`config.mk`:
```
export PLATFORM = sky130hd
export DESIGN_NAME = mem_port_arbiter
export DESIGN_NICKNAME = d
export VERILOG_FILES = /design/src/rtl/cpu_mem_pkg.sv /design/src/rtl/ack_watchdog.sv /design/src/rtl/mem_port_arbiter.sv
export SDC_FILE = /design/constraint.sdc
export NUM_CORES = 1
export LEC_CHECK = 0
export ABC_CLOCK_PERIOD_IN_PS = 1700
export CORE_MARGIN = 10
export CORE_UTILIZATION = 30
export DETAILED_ROUTE_END_ITERATION = 10
export DONT_BUFFER_PORTS = 1
export HOLD_SLACK_MARGIN = 0.1
export MAX_ROUTING_LAYER = met4
export PLACE_DENSITY = 0.49
export SLEW_MARGIN = 20
export SYNTH_ARGS = -nofsm -noshare
export SYNTH_HDL_FRONTEND = slang
export SYNTH_SLANG_ARGS = --single-unit
```
`constraint.sdc`:
```
create_clock -name clk -period 1.7 [get_ports clk]
set_clock_uncertainty 0.05 [all_clocks]
set_input_delay 0.51 -clock clk [delete_from_list [all_inputs] [get_ports clk]]
set_output_delay 0.51 -clock clk [all_outputs]
set_load 0.05 [all_outputs]
```
`src/rtl/cpu_mem_pkg.sv`:
```
// Shared types and defaults for the CPU memory-port arbiter.
// Imported by the arbiter and its watchdog.
package cpu_mem_pkg;

  localparam int ADDR_W_DEF  = 32;
  localparam int DATA_W_DEF  = 32;
  localparam int TIMEOUT_DEF = 64;

  typedef enum logic [1:0] {
    IDLE,
    D_BUSY,
    I_BUSY
  } arb_state_t;

endpackage

```
`src/rtl/ack_watchdog.sv`:
```
// Counts busy cycles without a memory ack.
// expired pulses on the TIMEOUT-th such cycle.
module ack_watchdog
  import cpu_mem_pkg::*;
#(
  parameter int TIMEOUT = TIMEOUT_DEF
) (
  input  logic clk,
  input  logic rst,
  input  logic clr,
  input  logic en,
  output logic expired
);

  localparam int CW = $clog2(TIMEOUT + 1);

  logic [CW-1:0] cnt;

  assign expired = en & ~clr &
                   (cnt == CW'(TIMEOUT - 1));

  always_ff @(posedge clk or negedge rst) begin
    if (!rst) begin
      cnt <= '0;
    end else if (clr || expired) begin
      cnt <= '0;
    end else if (en) begin
      cnt <= cnt + CW'(1);
    end
  end

endmodule

```
`src/rtl/mem_port_arbiter.sv`:
```
// Arbitrates fetch and data ports onto one
// req/ack memory, stalling the CPU meanwhile.
module mem_port_arbiter
  import cpu_mem_pkg::*;
#(
  parameter int ADDR_W  = ADDR_W_DEF,
  parameter int DATA_W  = DATA_W_DEF,
  parameter int TIMEOUT = TIMEOUT_DEF
) (
  input  logic              clk,
  input  logic              rst,
  input  logic              if_req,
  input  logic [ADDR_W-1:0] if_addr,
  output logic [DATA_W-1:0] if_rdata,
  input  logic              d_read,
  input  logic              d_write,
  input  logic [ADDR_W-1:0] d_addr,
  input  logic [DATA_W-1:0] d_wdata,
  output logic [DATA_W-1:0] d_rdata,
  output logic              cpu_stall,
  output logic              mem_req,
  output logic              mem_we,
  output logic [ADDR_W-1:0] mem_addr,
  output logic [DATA_W-1:0] mem_wdata,
  input  logic [DATA_W-1:0] mem_rdata,
  input  logic              mem_ack,
  output logic              err
);

  arb_state_t state;
  logic       if_done;
  logic       d_done;
  logic       d_pend;
  logic       i_pend;
  logic       busy;
  logic       issue;
  logic       wd_clr;
  logic       wd_exp;

  assign d_pend    = (d_read | d_write) & ~d_done;
  assign i_pend    = if_req & ~if_done;
  assign cpu_stall = d_pend | i_pend;

  assign busy   = (state != IDLE);
  // busy with mem_req low is the gap cycle
  // before a back-to-back request goes out
  assign issue  = busy & ~mem_req;
  assign wd_clr = ~busy | issue | mem_ack;

  ack_watchdog #(
    .TIMEOUT (TIMEOUT)
  ) u_wd (
    .clk     (clk),
    .rst     (rst),
    .clr     (wd_clr),
    .en      (busy),
    .expired (wd_exp)
  );

  always_ff @(posedge clk or negedge rst) begin
    if (!rst) begin
      state     <= IDLE;
      mem_req   <= 1'b0;
      mem_we    <= 1'b0;
      mem_addr  <= '0;
      mem_wdata <= '0;
      if_rdata  <= '0;
      d_rdata   <= '0;
      if_done   <= 1'b0;
      d_done    <= 1'b0;
      err       <= 1'b0;
    end else begin
      if (!cpu_stall) begin
        if_done <= 1'b0;
        d_done  <= 1'b0;
      end
      unique case (state)
        IDLE: begin
          if (d_pend) begin
            state     <= D_BUSY;
            mem_req   <= 1'b1;
            mem_we    <= d_write;
            mem_addr  <= d_addr;
            mem_wdata <= d_wdata;
          end else if (i_pend) begin
            state    <= I_BUSY;
            mem_req  <= 1'b1;
            mem_we   <= 1'b0;
            mem_addr <= if_addr;
          end
        end
        D_BUSY: begin
          if (!mem_req) begin
            mem_req   <= 1'b1;
            mem_we    <= d_write;
            mem_addr  <= d_addr;
            mem_wdata <= d_wdata;
          end else if (mem_ack) begin
            mem_req <= 1'b0;
            d_done  <= 1'b1;
            if (!mem_we) begin
              d_rdata <= mem_rdata;
            end
            state <= i_pend ? I_BUSY : IDLE;
          end else if (wd_exp) begin
            mem_req <= 1'b0;
            d_done  <= 1'b1;
            err     <= 1'b1;
            state   <= IDLE;
          end
        end
        I_BUSY: begin
          if (!mem_req) begin
            mem_req  <= 1'b1;
            mem_we   <= 1'b0;
            mem_addr <= if_addr;
          end else if (mem_ack) begin
            mem_req  <= 1'b0;
            if_done  <= 1'b1;
            if_rdata <= mem_rdata;
            state    <= d_pend ? D_BUSY : IDLE;
          end else if (wd_exp) begin
            mem_req <= 1'b0;
            if_done <= 1'b1;
            err     <= 1'b1;
            state   <= IDLE;
          end
        end
        default: begin
          state   <= IDLE;
          mem_req <= 1'b0;
        end
      endcase
    end
  end

endmodule

```
==> impl_metrics.yaml <==
cts:
  cts_buffer_depth: 2
  clk-insertion-delay-late_ps: 410
  cts_buffers: 17
  htree_levels: 4
  root_buffer: "clkbuf_16"
  tritoncts: "yes"
  clkTransAtPathRegs_ps: 60
  clock-sinks: 142
finish:
  utilization_pct: 37.3
  fin_cells: 844
  ff_latch_area_sq_mm: 0.00356
  diodes: 0
  design_area_sq_mm: 0.00788
  nets: 696
  multi_input_area_sq_mm: 0.00288
  area_delta_synth_final_pct: 21.1
  n_fill_cell: 2036
  drive_above_1_share_pct: 38.7
flow_run:
  cap_violations: 0
synthesis:
  synth-main-ff-cell: "dfrtp_1"
  yosysSeqAreaShare_pct: 54.6
  ys_ff_latch: 142
  syn_avg_cell_area_sq_um: 12.1
  ys_types: 39
  async_flop_share_pct: 100
  synth_edf_count: 0
  synthCells: 536
  yosys_warnings: 0
  syn_area_sq_mm: 0.00651
  synth_fp_nets: 675
sta:
  setup_ws_ps: -133
  finalSetupViolations: 68
  hold-worst-slack_ps: -262
  fmax_ghz: 0.546
  slew_headroom_pct: 63.6
  hold_viol: 142
  grt_setup_unrepaired: "true"
  slew_viol_final: 0
  timing.final.crit_period_ps: 1830
  finalCritPeriodShare_pct: 108
  worst_pin_slew_ps: 546
die:
  die_area_sq_mm: 0.0280
  die_w_um: 167
  core_sq_mm: 0.0212
  initial_core_util_pct: 30.8
  io_pins: 266
  die_y_um: 167
  num_rows: 53
grt:
  grt_usage_pct: 13.1
  overflow: 0
  grt_pass1_wl_um: 28300
  grt_max_degree: 143
  antenna_found_initial: 0
  grt_pass1_vias: 4594
route:
  wl_per_cell_um: 21.9
  ant_nets: 0
  drt-initial-drc-count: 241
  drc_errors: 0
  route.met2.wl_um: 8500
  routed_wl_um: 18500
  viasPerCell: 5.07
  vias: 4279
  highest_layer: "met4"
  wl_met1_um: 6790
  firstDrtPassIters: 4
  met3_length_um: 2920
place:
  dp.cells: 801
  dp_hpwl_um: 13700
  dpl_cell_area_sq_mm: 0.00696
  port_buffers: 0
  gp_congestion: 0.813
worst_setup_path:
  critPathKind: "register to register"
  critPathRequiredTime_ps: 1950
  worstReg2RegEnd: "mem_wdata[7]"
  path_max_fanout: 8
  crit_path_end_kind: "register"
  start_kind: "register"
  timing.rr.start: "state[1]"
  cp.arrival_ps: 2080
  ff2ff_setup_slack_ps: -130
  r2r_cells: 8
min_path:
  hold_path_class: "primary input to asynchronous set/reset pin"
status:
  outcome: "complete, but fails checks"
  violations: "negative hold slack, negative setup slack"
==> registers in the layout (all words and copies together) (netlist names) <==
register / count
state: 2
u_wd.cnt: 7
mem_we: 1
d_done: 1
d_rdata: 32
mem_wdata: 32
if_rdata: 32
err: 1
if_done: 1
mem_req: 1
mem_addr: 32
==> kinds of logic after synthesis <==
kind of cell	share of synthesized area [%]
AND/OR/NAND/NOR	6.50
XOR/XNOR	0.538
multiplexers	22.1
buffers and inverters	4.17
flip-flops	54.6
AO/OA/AOI/OAI	11.1
adder cells (fa/ha/maj)	0.961
==> synth_stat cells, types with 2 or more instances <==
cell type / number / area (sq um)
a21oi_1: 2 / 10.0
o221ai_1: 2 / 17.5
nand2_1: 70 / 263
buf_2: 13 / 65.1
xor2_1: 2 / 17.5
xnor2_1: 2 / 17.5
buf_6: 13 / 146
mux2_2: 127 / 1430
buf_1: 4 / 15.0
nand2b_1: 3 / 18.8
clkbuf_1: 8 / 30.0
o21ai_0: 28 / 140
o21bai_1: 2 / 15.0
nor3_1: 3 / 15.0
nor2_1: 10 / 37.5
a22oi_1: 33 / 248
inv_1: 4 / 15.0
ha_1: 5 / 62.6
a21o_1: 2 / 15.0
nand3_1: 4 / 20.0
o21ai_1: 40 / 200
dfrtp_1: 142 / 3550
==> placed cells by master (no fill, tap or decap), types with 4 or more instances in the layout <==
cell       synthesis  final
dfrtp_1          142    139
inv_8              0      4
o21ai_0           28     25
inv_6              0      5
nand2_1           70     69
clkbuf_16          0     18
a22oi_1           33     33
mux2_4             0     21
o21ai_1           40     42
buf_4              0     22
nor2_1            10     10
mux2_2           127    106
buf_12             0     11
nand3_1            4      4
==> area by class of cell <==
type                    instances  area share [%]
clock buffers                  17            5.40
clock inverters                14            1.90
inverters                       4           0.190
multi-input cells             352            36.5
flip-flops and latches        142            45.1
well taps                     275            4.36
repair buffers                 40            6.52
==> through the flow <==
step	setup WS [ps]	setup TNS, ps
6_report	-133	-5980
5_1_grt	-170	-8810
4_1_cts	-124	-5180
3_5_place_dp	-94.1	-4160
3_3_place_gp	-61.2	-1740
2_1_floorplan	6.66	0
==> worst max-delay path by stage <==
stage | endpoint | startpoint | cells after the start | slack, ps
4_1_cts | cpu_stall | d_done | 3 | -120
3_3_place_gp | mem_wdata[1] | state[1] | 7 | -60
5_1_grt | mem_wdata[26] | state[1] | 8 | -170
2_1_floorplan | mem_wdata[10] | state[0] | 7 | 7
6_report | mem_wdata[7] | state[1] | 8 | -130
3_5_place_dp | mem_wdata[22] | state[1] | 7 | -90
==> worst max-delay path: stages (launching register included) <==
cell,delay (ps)
dfrtp_1,360
inv_1,110
ha_4,210
nand2_1,110
o21ai_2,80
a21oi_4,140
buf_12,150
clkbuf_16,170
mux2_2,330
==> layer usage <==
layer  global-route usage [%]  vias to the layer above
li1                         -                     1957
met1                     13.7                     2080
met2                     20.0                      224
met3                     8.26                       18
met4                     4.09                        0
met5                        -                        -
==> timing repair <==
action / in CTS / in global routing
setup buffers: 6 / 3
endpoints found under the setup margin: 71 / 78
pin swaps: 1 / 1
cloned: 2 / 1
gates resized for setup: 42 / 6
hold endpoints to repair: 142 / 142
Power is not shown: default switching activity piles up to over one toggle a cycle in this logic, so the estimate is an artifact.
